--- config.mk ---
export PLATFORM = sky130hd
export DESIGN_NAME = xy_step_engine
export DESIGN_NICKNAME = d
export VERILOG_FILES = /design/src/rtl/xy_step_pkg.sv /design/src/rtl/xy_step_engine_step_unit.sv /design/src/rtl/xy_step_engine.sv
export SDC_FILE = /design/constraint.sdc
export NUM_CORES = 1
export LEC_CHECK = 0
export BUFFER_PORTS_ARGS = -buffer_cell sky130_fd_sc_hd__buf_2
export CORE_ASPECT_RATIO = 1.4
export CORE_MARGIN = 4
export CORE_UTILIZATION = 50
export CTS_CLUSTER_DIAMETER = 100
export CTS_CLUSTER_SIZE = 40
export DETAILED_ROUTE_END_ITERATION = 16
export MAX_ROUTING_LAYER = met4
export PLACE_DENSITY = 0.84
export SETUP_SLACK_MARGIN = 0.15
export SLEW_MARGIN = 20
export SYNTH_ARGS = -nofsm -noshare
export SYNTH_HDL_FRONTEND = slang
export SYNTH_SLANG_ARGS = --single-unit
--- constraint.sdc ---
create_clock -name clk -period 6.35 [get_ports clk]
set_clock_uncertainty 0.1 [all_clocks]
set_input_delay 0.635 -clock clk [delete_from_list [all_inputs] [get_ports clk]]
set_output_delay 0.635 -clock clk [all_outputs]
set_load 0.005 [all_outputs]
--- src/rtl/xy_step_pkg.sv ---
// Shared types and constants for the XY step engine.
package xy_step_pkg;

    typedef enum logic [1:0] {
        ST_IDLE,
        ST_MOVE,
        ST_DONE
    } state_t;

    localparam logic AXIS_X  = 1'b0;
    localparam logic AXIS_Y  = 1'b1;
    localparam logic DIR_INC = 1'b0;
    localparam logic DIR_DEC = 1'b1;

endpackage

--- src/rtl/xy_step_engine_step_unit.sv ---
// Combinational single-axis stepper: one +/-step at W+1 bits with edge
// detection, then saturate or wrap depending on WRAP.
module step_unit
    import xy_step_pkg::*;
#(
    parameter int W      = 4,
    parameter int STEP_W = 2,
    parameter int WRAP   = 0
) (
    input  logic [W-1:0]      value,
    input  logic [STEP_W-1:0] step,
    input  logic              dir,
    output logic [W-1:0]      next_value,
    output logic              edge_flag
);

    logic [W:0] value_ext;
    logic [W:0] step_ext;
    logic [W:0] result;

    always_comb begin
        value_ext = {1'b0, value};
        step_ext  = (W+1)'(step);
        if (dir == DIR_DEC) begin
            result = value_ext - step_ext;
        end else begin
            result = value_ext + step_ext;
        end
        // Bit W is the carry on increment and the borrow on decrement.
        edge_flag  = result[W];
        next_value = result[W-1:0];
        if (edge_flag && (WRAP == 0)) begin
            next_value = (dir == DIR_DEC) ? '0 : '1;
        end
    end

endmodule

--- src/rtl/xy_step_engine.sv ---
// Two-axis position register driven by repeated step commands, with load
// override, sticky edge detection and a done pulse per completed command.
module xy_step_engine
    import xy_step_pkg::*;
#(
    parameter int W      = 4,
    parameter int STEP_W = 2,
    parameter int CNT_W  = 4,
    parameter int WRAP   = 0
) (
    input  logic              clk,
    input  logic              rst_n,
    input  logic              load,
    input  logic [W-1:0]      load_x,
    input  logic [W-1:0]      load_y,
    input  logic              cmd_valid,
    output logic              cmd_ready,
    input  logic              cmd_axis,
    input  logic              cmd_dir,
    input  logic [STEP_W-1:0] cmd_step,
    input  logic [CNT_W-1:0]  cmd_count,
    output logic [W-1:0]      pos_x,
    output logic [W-1:0]      pos_y,
    output logic              busy,
    output logic              done,
    output logic              edge_hit
);

    state_t              state;
    logic                axis_q;
    logic                dir_q;
    logic [STEP_W-1:0]   step_q;
    logic [CNT_W-1:0]    cnt_q;

    logic [W-1:0]        cur_value;
    logic [W-1:0]        next_value;
    logic                step_edge;

    assign cmd_ready = (state == ST_IDLE) && !load;
    assign cur_value = (axis_q == AXIS_Y) ? pos_y : pos_x;

    step_unit #(
        .W      (W),
        .STEP_W (STEP_W),
        .WRAP   (WRAP)
    ) u_step_unit (
        .value      (cur_value),
        .step       (step_q),
        .dir        (dir_q),
        .next_value (next_value),
        .edge_flag  (step_edge)
    );

    always_ff @(posedge clk or negedge rst_n) begin
        if (!rst_n) begin
            state    <= ST_IDLE;
            pos_x    <= '0;
            pos_y    <= '0;
            axis_q   <= AXIS_X;
            dir_q    <= DIR_INC;
            step_q   <= '0;
            cnt_q    <= '0;
            busy     <= 1'b0;
            done     <= 1'b0;
            edge_hit <= 1'b0;
        end else if (load) begin
            // Load aborts whatever is in flight, without a done pulse.
            state    <= ST_IDLE;
            pos_x    <= load_x;
            pos_y    <= load_y;
            cnt_q    <= '0;
            busy     <= 1'b0;
            done     <= 1'b0;
            edge_hit <= 1'b0;
        end else begin
            case (state)
                ST_IDLE: begin
                    done <= 1'b0;
                    if (cmd_valid) begin
                        axis_q   <= cmd_axis;
                        dir_q    <= cmd_dir;
                        step_q   <= cmd_step;
                        cnt_q    <= (cmd_count == '0) ? CNT_W'(1) : cmd_count;
                        edge_hit <= 1'b0;
                        busy     <= 1'b1;
                        state    <= ST_MOVE;
                    end
                end
                ST_MOVE: begin
                    if (axis_q == AXIS_Y) begin
                        pos_y <= next_value;
                    end else begin
                        pos_x <= next_value;
                    end
                    if (step_edge) begin
                        edge_hit <= 1'b1;
                    end
                    cnt_q <= cnt_q - CNT_W'(1);
                    if (cnt_q == CNT_W'(1)) begin
                        busy  <= 1'b0;
                        done  <= 1'b1;
                        state <= ST_DONE;
                    end
                end
                ST_DONE: begin
                    done  <= 1'b0;
                    state <= ST_IDLE;
                end
                default: begin
                    busy  <= 1'b0;
                    done  <= 1'b0;
                    state <= ST_IDLE;
                end
            endcase
        end
    end

endmodule

### After elaboration in Yosys (flattened, before gate mapping)

Cells that the tools add are included.

| word-level totals | value |
|---|---|
| flip-flop bits (word level) | 21 |
| output and inout port bits | 12 |
| word-level logic and storage cells | 65 |

| operators by class | value |
|---|---|
| add/subtract/negate cells | 3 |
| eq/ne operators | 8 |
| multiplexer cells | 29 |
| bitwise logic cells | 1 |
| reduce and logical (&&, ||, !) cells | 14 |

Operators with widths:

| cell | count |
|---|---|
| $mux 4 | 12 |
| $mux 1 | 9 |
| $reduce_and 3->1 | 3 |
| $pmux 4 s2 | 1 |
| $reduce_and 2->1 | 4 |
| $mux 2 | 3 |
| $ne 3x3->1 const B | 2 |
| $add 4x2->5 | 1 |
| $mux 5 | 1 |
| $sub 4x2->5 | 1 |
| $eq 4x1->1 const B | 1 |
| $logic_not 4->1 | 1 |
| $ne 2x2->1 const B | 2 |
| $pmux 2 s2 | 1 |
| $reduce_bool 2->1 | 2 |
| $sub 4x1->4 const B | 1 |
| $ne 3x2->1 const B | 1 |
| $pmux 1 s3 | 1 |
| $reduce_bool 3->1 | 1 |
| $eq 2x1->1 const B | 1 |
| $eq 2x2->1 const B | 1 |
| $logic_not 2->1 | 1 |
| $pmux 1 s2 | 1 |
| $logic_and 1x1->1 | 1 |
| other kinds (2) | 2 |

### Depth between registers and ports, before layout

| logic depth | value |
|---|---|
| word-level depth | 7 |
| depth in mapped cells | 10 |
| mapped depth without buffers | 10 |

### By module

Synthesis repeated with hierarchy kept, for this count alone.

| second synthesis, totals | value |
|---|---|
| cells, all modules | 146 |
| area, all modules | 1,445.1 µm² |

By module, submodules not included:

| module | instances | cells an instance | area an instance (µm²) |
|---|---|---|---|
| xy_step_engine | 1 | 106 | 1,152.4 |
| step_unit | 1 | 40 | 292.8 |

### Least setup slack after synthesis

OpenSTA, ideal clock, no wires.

| timing path | value |
|---|---|
| path kind | reg2reg |
| start | register axis_q |
| end | register pos_x[2] |
| arrival | 2.345 ns |
| required time | 6.184 ns |
| slack | 3.840 ns |
| stages on the path, launching flop included | 9 |
| period minus slack after synthesis | 2.510 ns |
| path through | dfrtp_1 clkbuf_1 mux2_2 fa_1 a21o_1 a21oi_4 xnor2_1 a221oi_2 o22a_1 |

| on the way | value |
|---|---|
| cells in the longest elaborated chain, start to end | 7 |

Ends and longest elaborated chain:

| item | line | RTL |
|---|---|---|
| start, declared | xy_step_engine.sv:30 | `logic axis_q;` |
| start signal, assigned | xy_step_engine.sv:80 | `axis_q <= cmd_axis;` |
| $mux 4 | xy_step_engine.sv:40 | `assign cur_value = (axis_q == AXIS_Y) ? pos_y : pos_x;` |
| $add 4x2->5 or $sub 4x2->5 (tied branches) | xy_step_engine_step_unit.sv:27, xy_step_engine_step_unit.sv:25 |  |
| $mux 5 | xy_step_engine_step_unit.sv:24 | `if (dir == DIR_DEC) begin` |
| $mux 4 | xy_step_engine_step_unit.sv:32 | `if (edge_flag && (WRAP == 0)) begin` |
| $mux 4 | xy_step_engine.sv:90 | `if (axis_q == AXIS_Y) begin` |
| $mux 4 | xy_step_engine.sv:76 | `case (state)` |
| $mux 4 | xy_step_engine.sv:66 | `end else if (load) begin` |
| end signal, assigned | xy_step_engine.sv:69 | `pos_x <= load_x;` |
| end signal, assigned | xy_step_engine.sv:93 | `pos_x <= next_value;` |
| end, declared | xy_step_engine.sv:22 | `output logic [W-1:0] pos_x,` |

Parallel ways exist; a longest one is shown, timed or not. The select of a mux whose other input is x is not followed.
A chain may end at the register's enable or synchronous reset.

### Final worst setup path

Ends and elaborated chain as after synthesis.

==> results.md <==
* CP max stage cell: dfrtp_1
* CTS tree: done
* Peak Freq at 0.372 GHz
* List of most frequent post-synthesis cells: 22 x nor2_1, 21 x dfrtp_1, 17 x nand2_1
* CTS Sinks at 21
* Core ar. at 2470 um2
* Cell Int Power at 0.383 mW
* Critical Path Start: axis_q$_DFFE_PN0P_
* CTS Root Cell: clkbuf_4
* Reg power frac at 32.0%
* First-pass GRT wire length at 5.21 mm
* Synth Register Bits at 21
* CP Max Fanout at 7
* Initial DRC count at 56
* Avg Cell Area, Syn at 8.97 um2
* Min Tclk post-route at 2690 ps
* DP HPWL at 2.50 mm
* Switching pwr at 0.297 mW
* TritonRoute pass-1 iters at 4
* Die footprint at 3560 um2
* Antenna-violating nets left at 0
* Ys flop type: dfrtp_1
* Hold_buf cts at 0
* Num CTS Buffers at 3
* IO Pins at 32
* Worst EP arrival at 2850 ps
* Largest net degree at the start of global routing at 28
* Synth Warn # at 0
* Switching Fraction at 43.7%
* Fraction of registers with async set/reset at 100%
* Die W at 51.6 um
* Sequential share of the synthesized area at 39.6%
* RSZ-0062 raised after global routing: false
* EDFF count, synth at 0
* Comb power frac at 58.3%
* Inserted Diodes at 0
* GRT overflow at 0
* Worst-path clk slew at 130 ps
* GPL Wtd Cong at 0.860
* Status: completed
* Core Util, Final at 61.8%
* Critical R2R Launch: axis_q$_DFFE_PN0P_
* Vias at 1207
* Worst Path Required at 6510 ps
* DRC at 0
* Fin nets at 206
* Worst-path cell chain: mux2i_1, ha_1, inv_1, fa_1, a21o_1, a21oi_4, xnor2_1, a221oi_2, o22a_1
* Count leader, synth: nor2_1
* Syn Nets at 176
* Port Buffers at 31
* Max Slew Vio Count at 0
* VDD IR max at 0.000280 V
* Placement Cell Area at 1500 um2
* CP endpoint kind: flip-flop
* Max stage delay on crit path at 490 ps
* Vias in the first global route at 1218
* Post-cts sizing count at 0
* Post-CTS Setup Bufs at 0
* Die Ht at 69.0 um
* Worst Setup Start Kind: flip-flop
* Hold crit path type: primary input to asynchronous set/reset pin
* Setup CP Type: flip-flop to flip-flop
* Worst skew pair latency at 310 ps
* Max transition margin at 61.0%
* Final worst path period share at 42.4%
* Drt via density at 5.72
* Post-synthesis cell count at 148
* Slew @ Worst Pin at 582 ps
* Final Cell Area at 1530 um2
* DRT met1 WL at 1.22 mm
* Metal3 WL at 116 um
* Area growth, synth to finish at 15.0%
* Clock power share at 9.7%
* Metal2 WL at 1.74 mm
* Power Density at 445 nW/um2
* Max Cap Viol at 0
* Longest Clk Path Bufs at 2
* Initial Util at 53.7%
* Antenna violations before repair at 0
* Max Used Layer: met4
* P_leak at 0.710 nW
* Final Hold Fails at 0
* Power Total at 0.680 mW
* Setup TNS at 0 ps
* Largest area contributor in the netlist: dfrtp_1
* Top-area cell type share of the netlist area at 39.6%
* Final WL at 3.15 mm
* Global-route usage over all layers at 20.5%
* # setup viols final at 0
* Cell variety after synth at 35
* H-tree depth at 1
* Wire length per cell at 14.9 um
* Share of layout cells above drive strength 1 at 22.6%
* Main area contributors after synthesis: dfrtp_1 40%, ha_1 6.6%, nor2_1 6.2%, nand2_1 4.8%, a31oi_1 4.7%
* Row count at 21
* Mapped cell area at 1330 um2
## cell families after synthesis
family | Yosys count | share of synthesized area (%)
buf+inv | 14 | 4.24
flops | 21 | 39.6
xor+xnor | 4 | 2.64
compound gates | 40 | 21.1
mux | 7 | 5.75
simple gates | 54 | 18.6
fa+ha+maj | 8 | 8.11
## layout by cell type, fill, tap and decap left out
cell      synthesis  final
nand2b_1          1      1
mux2_2            3      3
nor2b_1           2      2
inv_1             8      8
ha_1              7      7
nand2_1          17     17
clkinv_2          0      1
nor3_1            4      4
fa_1              1      1
mux2_1            2      2
nor4b_1           1      1
a211o_1           1      1
a211oi_1          1      1
o31ai_1           4      4
nor2_1           22     22
nor3b_1           1      1
o21ai_0           8      8
mux2i_1           2      2
a31oi_1          10     10
or3_1             1      1
a21oi_1           4      4
o32ai_1           1      1
o22a_1            3      3
buf_2             3     31
clkbuf_4          0      3
nand4b_1          1      1
o21bai_1          1      1
and2_1            2      2
a221oi_2          1      1
dfrtp_1          21     21
a22oi_1           1      1
a21o_1            4      4
xnor2_1           4      4
nor4bb_1          1      1
nand3b_1          1      1
a21oi_4           1      1
## registers in the layout (all words and copies together), names as in the netlist
signal,count
edge_hit,1
state,2
dir_q,1
cnt_q,4
busy,1
done,1
axis_q,1
pos_y,4
pos_x,4
step_q,2
## per-stage QoR
stage | hold slack [ps] | instances | worst slack (ps)
finish | 161 | 211 | 3660
global route | 195 | 211 | 3500
CTS | 166 | 211 | 3650
detailed placement | 399 | 207 | 3700
global placement | 377 | 207 | 3840
floorplan | 239 | 148 | 3840
## final cells by class
type / count / area [um2]
Sequential cell: 21 / 526
Tap cell: 34 / 42.5
Inverter: 8 / 30.0
Multi-Input combinational cell: 113 / 746
Timing Repair Buffer: 31 / 155
Fill cell: 232 / 943
Clock buffer: 3 / 22.5
Clock inverter: 1 / 5.00
## power by group through the flow
stage / logic, mW / registers, mW / clock network (mW)
after floorplan: 0.297 / 0.207 / 0
after global placement: 0.384 / 0.219 / 0
after detailed placement: 0.394 / 0.220 / 0
after CTS: 0.398 / 0.217 / 0.0686
after global routing: 0.442 / 0.223 / 0.0736
final: 0.397 / 0.217 / 0.0660
## final timing paths
| path | end | slack (ps) | cells after the start |
|---|---|---|---|
| max in group asynchronous | step_q[1]$_DFFE_PN0P_ | 5660 | 1 |
| setup / recovery | pos_x[2]$_DFFE_PN0P_ | 3660 | 9 |
| hold reg to reg | done$_DFFE_PN0P_ | 410 | 2 |
| min in group clk | done$_DFFE_PN0P_ | 410 | 2 |
| setup reg to reg | pos_x[2]$_DFFE_PN0P_ | 3660 | 9 |
| hold / removal | cnt_q[2]$_DFFE_PN0P_ | 160 | 1 |
## critical path, delay by kind of cell, from the launching register on
kind            cells  cell delay, ps
flops               1             490
compound gates      4             970
mux                 1             250
xor+xnor            1             150
buf+inv             1              70
fa+ha+maj           2             620
## routing by layer
layer / track usage [%] / vias to the layer above
met5: - / -
met4: 11.1 / 0
met3: 2.37 / 6
met2: 38.4 / 29
met1: 20.5 / 588
li1: - / 584
No activity file was read; power rests on OpenSTA's default activity.
